--- src/rtl/fir_pkg.sv ---
// rtl/fir_pkg.sv - shared types and helpers for the time-shared FIR filter
package fir_pkg;

    typedef enum logic [1:0] {
        IDLE = 2'd0,
        MAC  = 2'd1,
        OUT  = 2'd2
    } fir_state_t;

    localparam int SAT_W = 128;

    function automatic int acc_width(input int data_w, input int coef_w, input int taps);
        return data_w + coef_w + $clog2(taps);
    endfunction

    // Clamp a sign-extended value to the signed range of a data_w-bit word
    function automatic logic signed [SAT_W-1:0] sat_trunc(input logic signed [SAT_W-1:0] acc,
                                                          input int data_w);
        logic signed [SAT_W-1:0] hi;
        logic signed [SAT_W-1:0] lo;
        hi = $signed((SAT_W'(1) << (data_w - 1)) - SAT_W'(1));
        lo = ~hi;
        if (acc > hi) begin
            return hi;
        end else if (acc < lo) begin
            return lo;
        end
        return acc;
    endfunction

endpackage

--- src/rtl/fir_mac.sv ---
// rtl/fir_mac.sv - signed multiply with registered accumulator, clear and enable
module fir_mac #(
    parameter int DATA_W = 18,
    parameter int COEF_W = 18,
    parameter int ACC_W  = 40
) (
    input  logic                     clk,
    input  logic                     rst_n,
    input  logic                     clr,
    input  logic                     en,
    input  logic signed [DATA_W-1:0] a,
    input  logic signed [COEF_W-1:0] b,
    output logic signed [ACC_W-1:0]  acc_sum
);

    localparam int PROD_W = DATA_W + COEF_W;

    logic signed [PROD_W-1:0] prod;
    logic signed [ACC_W-1:0]  acc;

    assign prod    = PROD_W'(a) * PROD_W'(b);
    // Running sum including this cycle's product, so the last tap is visible before it is registered
    assign acc_sum = acc + ACC_W'(prod);

    always_ff @(posedge clk) begin
        if (!rst_n || clr) begin
            acc <= '0;
        end else if (en) begin
            acc <= acc_sum;
        end
    end

endmodule

--- src/rtl/fir_filter_tdm.sv ---
// rtl/fir_filter_tdm.sv - TAPS-long FIR on one shared MAC; FIR_TDM_SAT_EN selects output saturation
module fir_filter_tdm
    import fir_pkg::*;
#(
    parameter int DATA_W    = 18,
    parameter int COEF_W    = 18,
    parameter int TAPS      = 16,
    parameter int OUT_SHIFT = 17,
    parameter int ACC_W     = acc_width(DATA_W, COEF_W, TAPS)
) (
    input  logic                       clk,
    input  logic                       rst_n,
    input  logic signed [DATA_W-1:0]   input_sig,
    input  logic                       ready,
    input  logic                       coef_we,
    input  logic [$clog2(TAPS)-1:0]    coef_addr,
    input  logic signed [COEF_W-1:0]   coef_data,
    input  logic                       ovr_clr,
    output logic signed [DATA_W-1:0]   filtred_sig,
    output logic                       valid,
    output logic                       busy,
    output logic                       overrun
);

    localparam int AW = $clog2(TAPS);
    localparam logic [AW-1:0] LAST = AW'(TAPS - 1);

    fir_state_t state_q, state_d;

    logic signed [DATA_W-1:0] dline [TAPS];
    logic signed [COEF_W-1:0] coef  [TAPS];
    logic [AW-1:0] wp, rd_idx, k;
    logic [AW-1:0] wp_nxt, rd_dec;
    logic sample_acc, sample_drop, coef_ok;
    logic signed [ACC_W-1:0]  acc_nxt;
    logic signed [DATA_W-1:0] filt_nxt;

    always_ff @(posedge clk) begin
        if (!rst_n) begin
            state_q <= IDLE;
        end else begin
            state_q <= state_d;
        end
    end

    always_comb begin
        state_d = state_q;
        case (state_q)
            IDLE:    state_d = ready ? MAC : IDLE;
            MAC:     state_d = (k == LAST) ? OUT : MAC;
            OUT:     state_d = ready ? MAC : IDLE;
            default: state_d = IDLE;
        endcase
    end

    always_comb begin
        busy        = 1'b0;
        valid       = 1'b0;
        sample_acc  = 1'b0;
        sample_drop = 1'b0;
        case (state_q)
            IDLE: sample_acc = ready;
            MAC: begin
                busy        = 1'b1;
                sample_drop = ready;
            end
            OUT: begin
                valid      = 1'b1;
                sample_acc = ready;
            end
            default: ;
        endcase
    end

    assign wp_nxt  = (wp == LAST) ? '0 : wp + AW'(1);
    assign rd_dec  = (rd_idx == '0) ? LAST : rd_idx - AW'(1);
    assign coef_ok = ({1'b0, coef_addr} < (AW + 1)'(TAPS));

    // The MAC walks backwards from the newest sample while k walks forwards through h
    fir_mac #(
        .DATA_W (DATA_W),
        .COEF_W (COEF_W),
        .ACC_W  (ACC_W)
    ) u_mac (
        .clk     (clk),
        .rst_n   (rst_n),
        .clr     (sample_acc),
        .en      (busy),
        .a       (dline[rd_idx]),
        .b       (coef[k]),
        .acc_sum (acc_nxt)
    );

`ifdef FIR_TDM_SAT_EN
    logic signed [ACC_W-1:0] acc_sh;
    assign acc_sh   = acc_nxt >>> OUT_SHIFT;
    assign filt_nxt = DATA_W'(sat_trunc(SAT_W'(acc_sh), DATA_W));
`else
    assign filt_nxt = DATA_W'(acc_nxt >>> OUT_SHIFT);
`endif

    always_ff @(posedge clk) begin
        if (!rst_n) begin
            for (int i = 0; i < TAPS; i++) begin
                dline[i] <= '0;
                coef[i]  <= '0;
            end
            wp          <= '0;
            rd_idx      <= '0;
            k           <= '0;
            filtred_sig <= '0;
            overrun     <= 1'b0;
        end else begin
            if (sample_acc) begin
                dline[wp] <= input_sig;
                wp        <= wp_nxt;
                rd_idx    <= wp;
                k         <= '0;
            end else if (busy) begin
                k      <= k + AW'(1);
                rd_idx <= rd_dec;
            end
            if (coef_we && !busy && coef_ok) begin
                coef[coef_addr] <= coef_data;
            end
            if (busy && k == LAST) begin
                filtred_sig <= filt_nxt;
            end
            // A drop in the same cycle as a clear keeps the flag set
            if (sample_drop) begin
                overrun <= 1'b1;
            end else if (ovr_clr) begin
                overrun <= 1'b0;
            end
        end
    end

endmodule

--- config.mk ---
export PLATFORM = sky130hd
export DESIGN_NAME = fir_filter_tdm
export DESIGN_NICKNAME = d
export VERILOG_FILES = /design/src/rtl/fir_pkg.sv /design/src/rtl/fir_mac.sv /design/src/rtl/fir_filter_tdm.sv
export SDC_FILE = /design/constraint.sdc
export NUM_CORES = 2
export LEC_CHECK = 0
export BUFFER_PORTS_ARGS = -buffer_cell sky130_fd_sc_hd__clkbuf_2
export CORE_MARGIN = 10
export CORE_UTILIZATION = 69
export CTS_CLUSTER_DIAMETER = 60
export DETAILED_ROUTE_END_ITERATION = 10
export PLACE_DENSITY = 0.84
export SLEW_MARGIN = 0
export SYNTH_ARGS = -nofsm -noshare
export SYNTH_HDL_FRONTEND = slang
export SYNTH_SLANG_ARGS = --single-unit
--- constraint.sdc ---
create_clock -name clk -period 25.6 [get_ports clk]
set_input_delay 5.12 -clock clk [delete_from_list [all_inputs] [get_ports clk]]
set_output_delay 5.12 -clock clk [all_outputs]
set_load 0.01 [all_outputs]
Yosys cells after proc, flatten, opt, wreduce, memory -nomap -nowiden
Memories as Yosys holds them, arrays and structs flattened. A register that Yosys moved wholly into a read port is not among the register bits.
Cells that the tools add are included.
{"block": "totals", "reg_bits": 73, "latch_bits": 0, "mem_bits_rw": 576, "mem_bits_ro": 0, "in_bits": 45, "output_inout_bits": 21, "wordCells": 62, "memories": 2}
{"block": "op_classes", "n_addsub": 4, "mul": 1, "n_div": 0, "magnitude_cmp": 0, "n_eq_ne": 4, "shift": 0, "n_mux": 30, "n_bitwise": 1, "reduce_logical": 13}
{"memory": "coef", "depth": 16, "width": 18, "read_ports": 1, "rd_clocked_by_memory_dff": 1, "wr": 16, "line_no": "fir_filter_tdm.sv:31", "rtl": "logic signed [COEF_W-1:0] coef [TAPS];"}
{"memory": "dline", "depth": 16, "width": 18, "read_ports": 1, "rd_clocked_by_memory_dff": 1, "wr": 16, "line_no": "fir_filter_tdm.sv:30", "rtl": "logic signed [DATA_W-1:0] dline [TAPS];"}
{"cell": "$add A40 B36 Y40", "n": 1}
{"cell": "$mux W4", "n": 10}
{"cell": "$mul A18 B18 Y36", "n": 1}
{"cell": "$mux W18", "n": 2}
{"cell": "$reduce_or A18 Y1", "n": 2}
{"cell": "$mux W1", "n": 16}
{"cell": "$add A4 B1 Y4 const B", "n": 2}
{"cell": "$eq A4 B4 Y1 const B", "n": 2}
{"cell": "$logic_not A4 Y1", "n": 1}
{"cell": "$pmux W2 S2", "n": 1}
{"cell": "$reduce_bool A2 Y1", "n": 2}
{"cell": "$reduce_or A2 Y1", "n": 2}
{"cell": "$sub A4 B1 Y4 const B", "n": 1}
{"cell": "$eq A2 B1 Y1 const B", "n": 1}
{"cell": "$eq A2 B2 Y1 const B", "n": 1}
{"cell": "$logic_and A1 B1 Y1", "n": 2}
{"cell": "$logic_not A1 Y1", "n": 2}
{"cell": "$logic_not A2 Y1", "n": 1}
{"cell": "$mux W2", "n": 1}
{"cell": "$logic_or A1 B1 Y1", "n": 1}
{"cell": "$not A1 Y1", "n": 1}

Longest topological paths before layout
{"block": "logic_depth", "ltp_word": 9, "ltp_mapped": 32, "mapped_depth_nobuf": 28}

Hierarchy
A second synthesis with hierarchy kept.
{"block": "hier_totals", "cells_unflattened": 3564, "hier_area_um2": 43195.2}
{"mod": "fir_filter_tdm", "n_inst": 1, "cells_per_inst": 1848, "area_each_um2": 27400.0, "seq_area_each_um2": 18117.4}
{"mod": "fir_mac", "n_inst": 1, "cells_per_inst": 1716, "area_each_um2": 15795.1, "seq_area_each_um2": 800.8}

Least setup slack after synthesis
Ideal clock, no wire load.
{"block": "synth_timing", "path_type": "register to register", "startpoint": "register (tool-made name)", "endpoint": "register u_mac.acc[34]", "setup_ns": 0.137, "arrival_ns": 7.905, "t_required_ns": 25.463, "setup_slack_ns": 17.558, "path_stages_with_launch": 29, "path_buffers": 4, "period_less_slack_ns": 8.042, "path_cell_list": "dfxtp_1 > buf_2 > clkbuf_1 > clkbuf_1 > mux4_2 > mux4_2 > buf_2 > nand2_1 > fa_1 > inv_1 > fa_1 > inv_1 > fa_1 > inv_1 > fa_1 > fa_1 > inv_1 > fa_1 > inv_1 > ha_1 > ha_1 > a21o_1 > a21o_1 > a21o_1 > a21o_1 > a211oi_1 > o21ai_0 > xnor2_1 > a21oi_1"}
{"item": "to (signal assigned)", "line_no": "fir_mac.sv:29", "rtl": "acc <= acc_sum;"}
{"item": "to (decl)", "line_no": "fir_mac.sv:19", "rtl": "logic signed [ACC_W-1:0] acc;"}

==> results.md <==
* Status: finished clean
* Largest cells by area after synthesis: edfxtp_1, fa_1, mux4_2
* Port Buffers at 65
* #FFs+latches synth at 652
* Post-synthesis cell type count at 63
* Setup CP Type: reg2reg
* Root Buffer: clkbuf_16
* CTS max path bufs at 3
* Final Hold Viols at 0
* Number of H-tree levels at 3
* Synth Flop Type: edfxtp_1
* Max frequency at 0.0994 GHz
* Ys Warns at 0
* CORE AREA at 0.0594 sq mm
* RSZ-0062 raised after global routing: false
* GRT Total Usage at 31.2%
* Vias in the first global route at 28634
* Routed Wire Length at 108000 um
* Top cell type's share of synthesized area at 41.5%
* Max-slew headroom at 10.4%
* Minimum clock period after layout at 10.06 ns
* Min-Delay Path Depth at 2
* Multi-input logic area at 0.0204 sq mm
* CP Capture Type: flop
* Reg2reg path depth at 23
* DRT antenna net count at 0
* Async SR Flop Fraction at 0%
* NumNets Final at 3872
* Synthesized area per cell at 12.5 sq um
* Synthesized cell area at 0.0416 sq mm
* Mean routed wirelength per cell at 25.8 um
* DR pass1 iterations at 9
* Fin. max-slew vios at 0
* Fraction of layout instances using a drive strength above 1 at 13.5%
* Die Width at 266 um
* # fillers at 3468
* First-pass GRT wire length at 166000 um
* Largest net degree at the start of global routing at 58
* CTS Buf Count at 71
* Reg-to-Reg End: u_mac.acc[34]$_SDFFE_PP0P_
* Drt drc at 0
* DP HPWL at 71100 um
* Max FO, Critical Path at 37
* Post-CTS sizing at 0
* DRT iter0 DRCs at 3203
* Post-synthesis sequential area ratio at 45.2%
* CTS Hold Bufs at 0
* Post-synthesis net count at 3860
* Hold EP: u_mac.acc[18]$_SDFFE_PP0P_
* Vias per cell at 6.42
* Die Span Y at 266 um
* GRT overflow at 0
* DIE AREA at 0.0706 sq mm
* Setup TNS at 0 ns
* Post-CTS Setup Bufs at 0
* I/O pin count at 66
* GPL Wtd Cong at 0.946
* CP arrival at 10.50 ns
* Post-synth top area cell: edfxtp_1
* Post-synth EDFFs at 576
* Reg2reg setup slack at 15.54 ns
* Initial antenna violation count at 14
* FP Rows at 89
* Worst Max-Slew Pin Slew at 1.34 ns
* Reg area at 0.0188 sq mm
* Setup violators final at 0
* Hold Path Class: reg2reg
* Worst hold start: u_mac.acc[18]$_SDFFE_PP0P_
* Initial Utilization at 70.2%
* Cell count after synthesis at 3344
* Later-pin clock latency in the skew report at 0.63 ns
* CTS clk-pin slew, worst paths at 0.06 ns
* Layout area overhead at 8.04%
* Post-route clock period utilization at 39.3%
* Startpoint Class: flop
* CTS tree: built
* CTS sink cnt at 652
* WP data required at 26.04 ns
* Max-cap violations at 0
* Via count at 26885
* Skew final at 0.0257 ns
## how the worst max path moves through the flow
stage	endpoint	start	slack (ns)	cells after the start
after floorplan	u_mac.acc[34]$_SDFFE_PP0P_	flop	17.56	28
after global placement	u_mac.acc[34]$_SDFFE_PP0P_	flop	15.89	22
after detailed placement	u_mac.acc[34]$_SDFFE_PP0P_	flop	15.80	22
after CTS	u_mac.acc[34]$_SDFFE_PP0P_	flop	15.69	23
after global routing	u_mac.acc[34]$_SDFFE_PP0P_	flop	15.21	25
final	u_mac.acc[34]$_SDFFE_PP0P_	flop	15.54	23
## cell families (layout without fill, tap and decap cells)
| logic type | after synthesis | count (layout) | synth area share, % |
|---|---|---|---|
| XOR/XNOR | 41 | 41 | 0.862 |
| adder cells (fa/ha/maj) | 471 | 471 | 20.6 |
| AND/OR/NAND/NOR | 1142 | 1142 | 14.5 |
| flip-flops | 652 | 652 | 45.2 |
| AO/OA/AOI/OAI | 194 | 194 | 2.96 |
| buffers and inverters | 647 | 711 | 5.98 |
| other | 0 | 8 | 0 |
| multiplexers | 197 | 197 | 9.90 |
## cell type report
type / count / share of cell area, %
Sequential cell: 652 / 41.9
Antenna cell: 8 / 0.0445
Clock buffer: 91 / 4.19
Timing Repair Buffer: 121 / 1.66
Inverter: 465 / 3.88
Multi-Input combinational cell: 2045 / 45.4
Clock inverter: 34 / 0.790
Tap cell: 773 / 2.15
## registers in the layout, indices dropped and copies added, names as in the netlist, named ones only
| name | flops |
|---|---|
| overrun | 1 |
| dline | 288 |
| rd_idx | 4 |
| wp | 4 |
| coef | 288 |
| k | 4 |
| u_mac.acc | 35 |
| filtred_sig | 18 |
| state_q | 2 |
## critical path, cell delays in order (launching register included)
cell and delay (ns):
dfxtp_4 0.87, buf_4 0.77, mux4_2 0.65, mux2_2 0.30, o21ai_1 0.25, buf_4 0.34
nor2b_1 0.11, fa_1 0.56, inv_1 0.08, fa_1 0.52, fa_1 0.52, inv_1 0.06
fa_1 0.55, fa_1 0.45, fa_1 0.54, fa_1 0.42, ha_1 0.45, a211o_1 0.17
a211oi_1 0.06, a211oi_1 1.09, a211oi_1 0.45, o21ai_0 0.34, xnor2_1 0.17, a21oi_1 0.09
## cell usage in the layout, fill, tap and decap left out, types with 25 or more instances in the layout
cell type	netlist	final
a21oi_1	54	54
fa_1	355	355
mux4_2	171	171
inv_1	443	443
o21ai_2	3	25
ha_1	116	116
nor2_1	172	164
nand3_1	29	29
edfxtp_1	576	576
buf_4	4	56
nand2_1	245	245
xnor2_1	27	27
clkbuf_2	0	65
dfxtp_1	76	72
nand2b_1	29	28
and2_1	606	606
clkbuf_16	0	72
## cells in the mapped netlist (13+ instances only)
cell type / n
inv_2: 20
nor2b_1: 20
mux2i_1: 16
nand2b_1: 29
xor2_1: 14
nor3_1: 14
dfxtp_1: 76
mux4_2: 171
inv_1: 443
edfxtp_1: 576
o21ai_0: 39
a21o_1: 14
xnor2_1: 27
buf_1: 13
a21oi_1: 54
fa_1: 355
nand3_1: 29
nor2_1: 172
ha_1: 116
buf_2: 26
clkbuf_1: 137
and2_1: 606
o21ai_1: 16
nand2_1: 245
## through the flow
| stage | worst slack [ns] | hold slack, ns | instance area, sq um | cells | utilization, % |
|---|---|---|---|---|---|
| after global placement | 15.89 | 0.439 | 42700 | 4056 | 72.0 |
| after CTS | 15.69 | 0.456 | 45000 | 4181 | 75.8 |
| after detailed placement | 15.80 | 0.450 | 42700 | 4056 | 72.0 |
| after floorplan | 17.56 | 0.432 | 41600 | 3344 | - |
| after global routing | 15.21 | 0.482 | 45000 | 4188 | 75.8 |
| final | 15.54 | 0.456 | 45000 | 4189 | 75.8 |
## per-layer routing
metal  GRT usage, %  wire length [um]  vias up
met5              0                46        -
met4           15.1              4920       10
met3           7.25             13400      380
met2           50.4             52500     1888
met1           39.9             37500    13495
li1               -                 -    11112
Power is left out: the tool's default activity adds up to more than one toggle a clock period on the data nets, which glitch-free logic cannot reach.
